<file path="src/rtl/pc_gen_ras_if.sv">
// Fetch-stage control/observation bundle for pc_gen_ras.
// The pipeline side (master) drives redirect requests and observes the PC and RAS status.
interface pc_gen_ras_if #(
    parameter int unsigned WIDTH = 32
);
    logic             stall;
    logic             exc;
    logic             branch_taken;
    logic [WIDTH-1:0] branch_tgt;
    logic             jump;
    logic [WIDTH-1:0] jump_tgt;
    logic             call;
    logic             ret;
    logic [WIDTH-1:0] pc_out;
    logic [WIDTH-1:0] pc_next_seq;
    logic             ras_empty;
    logic             ras_full;
    logic             ret_miss;

    modport master (
        output stall, exc, branch_taken, branch_tgt, jump, jump_tgt, call, ret,
        input  pc_out, pc_next_seq, ras_empty, ras_full, ret_miss
    );

    modport slave (
        input  stall, exc, branch_taken, branch_tgt, jump, jump_tgt, call, ret,
        output pc_out, pc_next_seq, ras_empty, ras_full, ret_miss
    );
endinterface

</file>
<file path="src/rtl/pc_gen_ras.sv">
// Program-counter generator with prioritised next-PC selection and a circular
// return-address stack for predicting subroutine returns.
module pc_gen_ras #(
    parameter int unsigned       WIDTH       = 32,
    parameter int unsigned       INSTR_BYTES = 4,
    parameter logic [WIDTH-1:0]  RESET_VEC   = 32'h0000_0000,
    parameter logic [WIDTH-1:0]  EXC_VEC     = 32'h0000_0080,
    parameter int unsigned       RAS_DEPTH   = 8
) (
    input logic         clk,
    input logic         rst,
    pc_gen_ras_if.slave bus
);
    localparam int unsigned PTRW = $clog2(RAS_DEPTH);
    localparam int unsigned CNTW = PTRW + 1;

    localparam logic [WIDTH-1:0] INC        = WIDTH'(INSTR_BYTES);
    localparam logic [WIDTH-1:0] ALIGN_MASK = ~(INC - WIDTH'(1));
    localparam logic [PTRW-1:0]  PTR_ONE    = PTRW'(1);
    localparam logic [CNTW-1:0]  CNT_ONE    = CNTW'(1);
    localparam logic [CNTW-1:0]  CNT_FULL   = CNTW'(RAS_DEPTH);

    logic [WIDTH-1:0] pc_q, pc_d, seq;
    logic [WIDTH-1:0] ras_mem [RAS_DEPTH];
    logic [PTRW-1:0]  top_q, top_inc;
    logic [CNTW-1:0]  count_q;
    logic             miss_q, miss_d;
    logic             push, pop, clr;

    assign seq     = pc_q + INC;
    assign top_inc = top_q + PTR_ONE;

    always_comb begin
        pc_d   = seq;
        push   = 1'b0;
        pop    = 1'b0;
        clr    = 1'b0;
        miss_d = 1'b0;
        if (bus.exc) begin
            pc_d = EXC_VEC;
            clr  = 1'b1;
        end else if (bus.branch_taken) begin
            pc_d = bus.branch_tgt & ALIGN_MASK;
        end else if (bus.stall) begin
            pc_d = pc_q;
        end else if (bus.jump) begin
            pc_d = bus.jump_tgt & ALIGN_MASK;
            push = bus.call;
        end else if (bus.ret) begin
            if (count_q != '0) begin
                pc_d = ras_mem[top_q] & ALIGN_MASK;
                pop  = 1'b1;
            end else begin
                miss_d = 1'b1;
            end
        end
    end

    always_ff @(posedge clk or negedge rst) begin
        if (!rst) begin
            pc_q    <= RESET_VEC;
            top_q   <= '0;
            count_q <= '0;
            miss_q  <= 1'b0;
        end else begin
            pc_q   <= pc_d;
            miss_q <= miss_d;
            if (clr) begin
                top_q   <= '0;
                count_q <= '0;
            end else if (push) begin
                // Full stack: pointer keeps advancing, overwriting the oldest entry.
                top_q <= top_inc;
                if (count_q != CNT_FULL) count_q <= count_q + CNT_ONE;
            end else if (pop) begin
                top_q   <= top_q - PTR_ONE;
                count_q <= count_q - CNT_ONE;
            end
        end
    end

    always_ff @(posedge clk) begin
        if (rst && push) ras_mem[top_inc] <= seq;
    end

    assign bus.pc_out      = pc_q;
    assign bus.pc_next_seq = seq;
    assign bus.ras_empty   = (count_q == '0);
    assign bus.ras_full    = (count_q == CNT_FULL);
    assign bus.ret_miss    = miss_q;
endmodule
</file>
<file path="src/flat_wrapper.sv">
// flat-port wrapper written by rule: the top's interface ports become plain ports
module pc_gen_ras_flat 
#(
    parameter int unsigned       WIDTH       = 32,
    parameter int unsigned       INSTR_BYTES = 4,
    parameter logic [WIDTH-1:0]  RESET_VEC   = 32'h0000_0000,
    parameter logic [WIDTH-1:0]  EXC_VEC     = 32'h0000_0080,
    parameter int unsigned       RAS_DEPTH   = 8
)
  (clk, rst, bus_stall, bus_exc, bus_branch_taken, bus_branch_tgt, bus_jump, bus_jump_tgt, bus_call, bus_ret, bus_pc_out, bus_pc_next_seq, bus_ras_empty, bus_ras_full, bus_ret_miss);
  pc_gen_ras_if #(.WIDTH(WIDTH)) bus_i ();
  input logic clk;
  input logic rst;
  input wire logic [$bits(bus_i.stall)-1:0] bus_stall;
  input wire logic [$bits(bus_i.exc)-1:0] bus_exc;
  input wire logic [$bits(bus_i.branch_taken)-1:0] bus_branch_taken;
  input wire logic [$bits(bus_i.branch_tgt)-1:0] bus_branch_tgt;
  input wire logic [$bits(bus_i.jump)-1:0] bus_jump;
  input wire logic [$bits(bus_i.jump_tgt)-1:0] bus_jump_tgt;
  input wire logic [$bits(bus_i.call)-1:0] bus_call;
  input wire logic [$bits(bus_i.ret)-1:0] bus_ret;
  output wire logic [$bits(bus_i.pc_out)-1:0] bus_pc_out;
  output wire logic [$bits(bus_i.pc_next_seq)-1:0] bus_pc_next_seq;
  output wire logic [$bits(bus_i.ras_empty)-1:0] bus_ras_empty;
  output wire logic [$bits(bus_i.ras_full)-1:0] bus_ras_full;
  output wire logic [$bits(bus_i.ret_miss)-1:0] bus_ret_miss;
  assign bus_i.stall = bus_stall;
  assign bus_i.exc = bus_exc;
  assign bus_i.branch_taken = bus_branch_taken;
  assign bus_i.branch_tgt = bus_branch_tgt;
  assign bus_i.jump = bus_jump;
  assign bus_i.jump_tgt = bus_jump_tgt;
  assign bus_i.call = bus_call;
  assign bus_i.ret = bus_ret;
  assign bus_pc_out = bus_i.pc_out;
  assign bus_pc_next_seq = bus_i.pc_next_seq;
  assign bus_ras_empty = bus_i.ras_empty;
  assign bus_ras_full = bus_i.ras_full;
  assign bus_ret_miss = bus_i.ret_miss;
  pc_gen_ras #(.WIDTH(WIDTH), .INSTR_BYTES(INSTR_BYTES), .RESET_VEC(RESET_VEC), .EXC_VEC(EXC_VEC), .RAS_DEPTH(RAS_DEPTH)) u_core (.clk(clk), .rst(rst), .bus(bus_i));
endmodule
</file>
<file path="config.mk">
export PLATFORM = sky130hd
export DESIGN_NAME = pc_gen_ras_flat
export DESIGN_NICKNAME = d
export VERILOG_FILES = /design/src/rtl/pc_gen_ras_if.sv /design/src/rtl/pc_gen_ras.sv /design/src/flat_wrapper.sv
export SDC_FILE = /design/constraint.sdc
export NUM_CORES = 1
export LEC_CHECK = 0
export BUFFER_PORTS_ARGS = -buffer_cell sky130_fd_sc_hd__buf_2
export CAP_MARGIN = 20
export CELL_PAD_IN_SITES_DETAIL_PLACEMENT = 1
export CELL_PAD_IN_SITES_GLOBAL_PLACEMENT = 1
export CORE_MARGIN = 1
export CORE_UTILIZATION = 50
export CTS_BUF_LIST = sky130_fd_sc_hd__clkbuf_8
export CTS_CLUSTER_DIAMETER = 60
export DETAILED_ROUTE_END_ITERATION = 12
export HOLD_SLACK_MARGIN = 0.12
export PLACE_DENSITY = 0.83
export SYNTH_ARGS = -nofsm -noshare
export SYNTH_HDL_FRONTEND = slang
export SYNTH_SLANG_ARGS = --single-unit
</file>
<file path="constraint.sdc">
create_clock -name clk -period 7.87 [get_ports clk]
set_input_delay 0.787 -clock clk [delete_from_list [all_inputs] [get_ports clk]]
set_output_delay 0.787 -clock clk [all_outputs]
set_load 0.01 [all_outputs]
</file>
; ---- Word level (Yosys, flattened, before mapping)
; Memories as Yosys holds them, arrays and structs flattened.
; Index checks and enable logic that the tools add are counted.
[classes]
n_addsub = 5
multipliers = 0
div_mod_pow = 0
order_cmp = 0
eq_ne = 4
shifts = 0
mux = 32
bitwise_logic = 0
n_reduce_logical = 5
[ops]
columns = op, count
row1 = 2-to-1 mux 32 bit, 6
row2 = "adder 32 x 3 -> 32 bit, second input constant", 1
row3 = 2-to-1 mux 1 bit, 19
row4 = 2-to-1 mux 4 bit, 4
row5 = 2-to-1 mux 3 bit, 3
row6 = "adder 4 x 1 -> 4 bit, second input constant", 1
row7 = "equality test 4 bit, second input constant", 1
row8 = zero test 4 bit, 1
row9 = "inequality test 4 bit, second input constant", 1
row10 = nonzero test 4 bit, 1
row11 = "subtractor 4 x 1 -> 4 bit, second input constant", 1
row12 = "adder 3 x 1 -> 3 bit, second input constant", 1
row13 = "inequality test 3 x 1 -> 1 bit, second input constant", 1
row14 = "inequality test 3 bit, second input constant", 1
row15 = nonzero test 3 bit, 1
row16 = "subtractor 3 x 1 -> 3 bit, second input constant", 1
row17 = AND reduction 2 bit, 1
row18 = logical AND 1 bit, 1
[totals]
reg_bits = 40
latch_bits = 0
ramBits = 256
rom_bits = 0
input_bits = 72
elab_cells = 51
memories = 1
[mem_list]
columns = name, words, width, read_ports, rd_clocked_by_memory_dff, wr, line_no
row1 = u_core.ras_mem, 8, 32, 1, 0, 1, pc_gen_ras.sv:24  ; logic [WIDTH-1:0] ras_mem [RAS_DEPTH];

; ---- Longest topological paths before layout
[depth]
depth_word = 10
ltp_mapped = 10

; ---- Worst setup path after synthesis
; No wires, ideal clock.
[synth_timing]
kind = input-to-reg
from = input bus_stall
to = memory u_core.ras_mem[0][10] (enable)
t_arrival_ps = 3874
required_time_ps = 7415
path_slack_ps = 3541
stages = 4
path_cell_list = clkbuf_1 or3_4 or3_1 nor3_1
[synth_via]
elab_chain_len = 6
[synth_lines]
columns = element, line_no
row1 = from (decl), flat_wrapper.sv:14  ; input wire logic [$bits(bus_i.stall)-1:0] bus_stall;
row2 = 2-to-1 mux 1 bit, pc_gen_ras.sv:44  ; end else if (bus.stall) begin
row3 = 2-to-1 mux 1 bit, pc_gen_ras.sv:42  ; end else if (bus.branch_taken) begin
row4 = 2-to-1 mux 1 bit, pc_gen_ras.sv:39  ; if (bus.exc) begin
row5 = logical AND 1 bit, pc_gen_ras.sv:83  ; if (rst && push) ras_mem[top_inc] <= seq;
row6 = 2-to-1 mux 1 bit, pc_gen_ras.sv:83
row7 = 2-to-1 mux 1 bit (not written as such), pc_gen_ras.sv:83
row8 = to (decl), pc_gen_ras.sv:24
; Every way passes these cells.

; ---- Worst setup path in the final report
[layout_timing]
from = register u_core.pc_q[4] (netlist: u_core.bus.pc_out[4])
to = output bus_pc_next_seq[21]
[layout_via]
elab_chain_len = 1
[layout_lines]
columns = element, line_no
row1 = from (decl), pc_gen_ras.sv:23  ; logic [WIDTH-1:0] pc_q, pc_d, seq;
row2 = from (signal assigned), pc_gen_ras.sv:66  ; pc_q <= pc_d;
row3 = adder 32 x 3 -> 32 bit, pc_gen_ras.sv:30  ; assign seq = pc_q + INC;
row4 = to (decl), flat_wrapper.sv:23  ; output wire logic [$bits(bus_i.pc_next_seq)-1:0] bus_pc_next_seq;
; Every way passes these cells.

==> flow_summary.ini <==
[clock_network]
cts_buffers = 46
cts-root-buf = clkbuf_8
clk_pin_slew_ps = 70
htree_levels = 2
clock-sinks = 278
cts_setup_buffers = 0
clk_path_buf_depth = 3
holdBufCountCts = 0
cts_resized = 0
cts_tree = yes
clock_latency_ps = 570

[sta]
timing.final.crit_period_ps = 4650
finalHoldViolCount = 0
setup_tns_ps = 0
worst_slew_pin_slew_ps = 1030
finalCritPeriodShare = 0.591
fin_skew_ps = 22.4
finalMaxSlewViolations = 0
max-slew-margin-rel = 0.305
rsz0062_at_grt = no
fmax_ghz = 0.215
final-setup-viol-count = 0
whs_ps = 358

[grt]
antenna_found_initial = 1
grt_overflow = 0
grt_pass1_wl_um = 56000
grtUsageTotal = 0.300
grt_pass1_vias = 8984
grt_max_degree = 64

[yosys]
ys_warn_count = 0
seq_area_frac_synth = 0.654
netlist_area_mm2 = 0.0125
synth_cell_type_count = 75
syn_avg_cell_area_um2 = 15.4
synthCells = 807
synth-edff-count = 240
ys.flop_type = edfxtp_1
synthArstFlopShare = 0.137
ys_ff_latch = 278

[finish]
multiInputGateArea_mm2 = 0.00403
stdcell_area_mm2 = 0.0143
regArea_mm2 = 0.00816
nFillCells = 2371
final_cell_mix = edfxtp_1, buf_2, nand2_1, mux4_2, clkbuf_8
drive_gt1_frac = 0.308
layout_commonest_cell = edfxtp_1
syn_to_final_growth_pct = 15.0
nets = 1036
n_antenna_cell = 0

[worst_setup_path]
critPathLaunchType = register
cp_max_fo = 13
worstPathRequired_ps = 7080
arrival_ps = 3860
criticalPathCategory = reg -> out
crit_chain = nand4_2, nor3_1, nand2_1, o31ai_1, buf_2
crit_family = simple AND/OR/NAND/NOR gates
reg2regPathDepth = 6
critPathCaptureType = primary output
crit_cells = 5
cpMaxStageDelayCell = o31ai_1
worst-path-buf-inv = 1
critical-path-max-stage-delay_ps = 930

[floorplanning]
num_rows = 57
io_pins = 139
core_mm2 = 0.0244
initial_core_util = 0.511
die_h_um = 160
die-area_mm2 = 0.0256
die_width_um = 160

[power]
ir_drop_v = 0.000185
power_leakage_nw = 5.08
power_density_mw_per_mm2 = 221

[placement]
placed_area_mm2 = 0.0135
portBuffers = 130
dp.final_hpwl_um = 23600
gp_congestion = 0.826

[route]
routed_wl_um = 37500
ant_nets = 0
post-route-drc-count = 0
first_pass_iters = 7
routed_via_density = 6.39
avgRoutedWirePerCell_um = 28.4
dr_total_vias = 8424
drt-initial-drc-count = 892

[min_path]
hold_class = in -> async

[status]
status = finished clean

[job]
drv_cap = 0
[synthesized netlist by cell type, types with 15 or more instances]
master    number  share of area
mux2i_1       20          0.016
dfrtp_1       38          0.076
o211ai_1      18          0.011
nor2_1        42          0.013
a21oi_1       40          0.016
buf_2         15         0.0060
inv_1         19         0.0057
edfxtp_1     240           0.58
xnor2_1       17          0.012
o21ai_0       29          0.012
mux4_2        60           0.11
nand2_1       60          0.018
[metrics by stage]
stage / setup slack, ps / instances / util / power (mW)
floorplan: 3540 / 810 / - / 1.85
finish: 3220 / 1319 / 0.588 / 3.17
detailed placement: 3860 / 1234 / 0.552 / 1.98
global placement: 4190 / 1234 / 0.552 / 1.97
global route: 3090 / 1319 / 0.588 / 3.27
CTS: 3250 / 1319 / 0.588 / 3.19
[sequential cells by signal (all words and copies together), names as in the netlist]
name and count:
u_core.top_q 3, u_core.count_q 4, u_core.bus.ret_miss 1, u_core.bus.pc_out 30, u_core.ras_mem 240
[cell type report]
class / instances / share of cell area
Tap cell: 324 / 0.0283
Sequential cell: 278 / 0.569
Inverter: 21 / 0.00550
Clock buffer: 50 / 0.0480
Timing Repair Buffer: 149 / 0.0553
Multi-Input combinational cell: 462 / 0.281
Clock inverter: 35 / 0.0125
[cells by family after synthesis]
| kind of cell | after synthesis | share of synthesized area |
|---|---|---|
| AO/OA/AOI/OAI | 152 | 0.0841 |
| XOR/XNOR | 31 | 0.0218 |
| adder cells (fa/ha/maj) | 6 | 0.00662 |
| buffers and inverters | 70 | 0.0277 |
| flip-flops | 278 | 0.654 |
| multiplexers | 83 | 0.127 |
| other | 1 | 0.000301 |
| AND/OR/NAND/NOR | 186 | 0.0779 |
[power by group]
| group | switching (mW) | internal [mW] | total [mW] |
|---|---|---|---|
| registers | 0.0399 | 1.64 | 1.68 |
| clock network | 0.590 | 0.621 | 1.21 |
| logic | 0.183 | 0.0998 | 0.282 |
[worst register-to-register path, cell delays in order (launching register included)]
cell	delay, ps
dfrtp_2	340
buf_4	750
ha_1	370
xor2_1	100
or3_1	500
nor2_4	530
buf_4	470
[layer usage]
metal  share of wire  vias to the layer above  routed length [µm]  track usage
li1                -                     3500                   -            -
met1            0.38                     4343               14300        0.384
met2            0.50                      480               18700        0.507
met3           0.082                       99                3080       0.0564
met4           0.035                        2                1320        0.121
met5          0.0015                        -                  57            0
[path summary, 6_finish.rpt]
kind                                                    from                                 to  slack [ps]
max in group asynchronous                                rst        u_core.top_q[0]$_DFFE_PN0P_        6960
min reg2reg                u_core.bus.pc_out[24]$_DFFE_PN0P_  u_core.bus.pc_out[24]$_DFFE_PN0P_         620
max                         u_core.bus.pc_out[4]$_DFFE_PN0P_                bus_pc_next_seq[21]        3220
max reg2reg                      u_core.top_q[1]$_DFFE_PN0P_    u_core.ras_mem[2][25]$_DFFE_PP_        4470
min                                                      rst      u_core.count_q[0]$_DFFE_PN0P_         360
min in group clk                           bus_branch_tgt[2]   u_core.bus.pc_out[2]$_DFFE_PN0P_         470
Power figures use the tool's default switching activity.
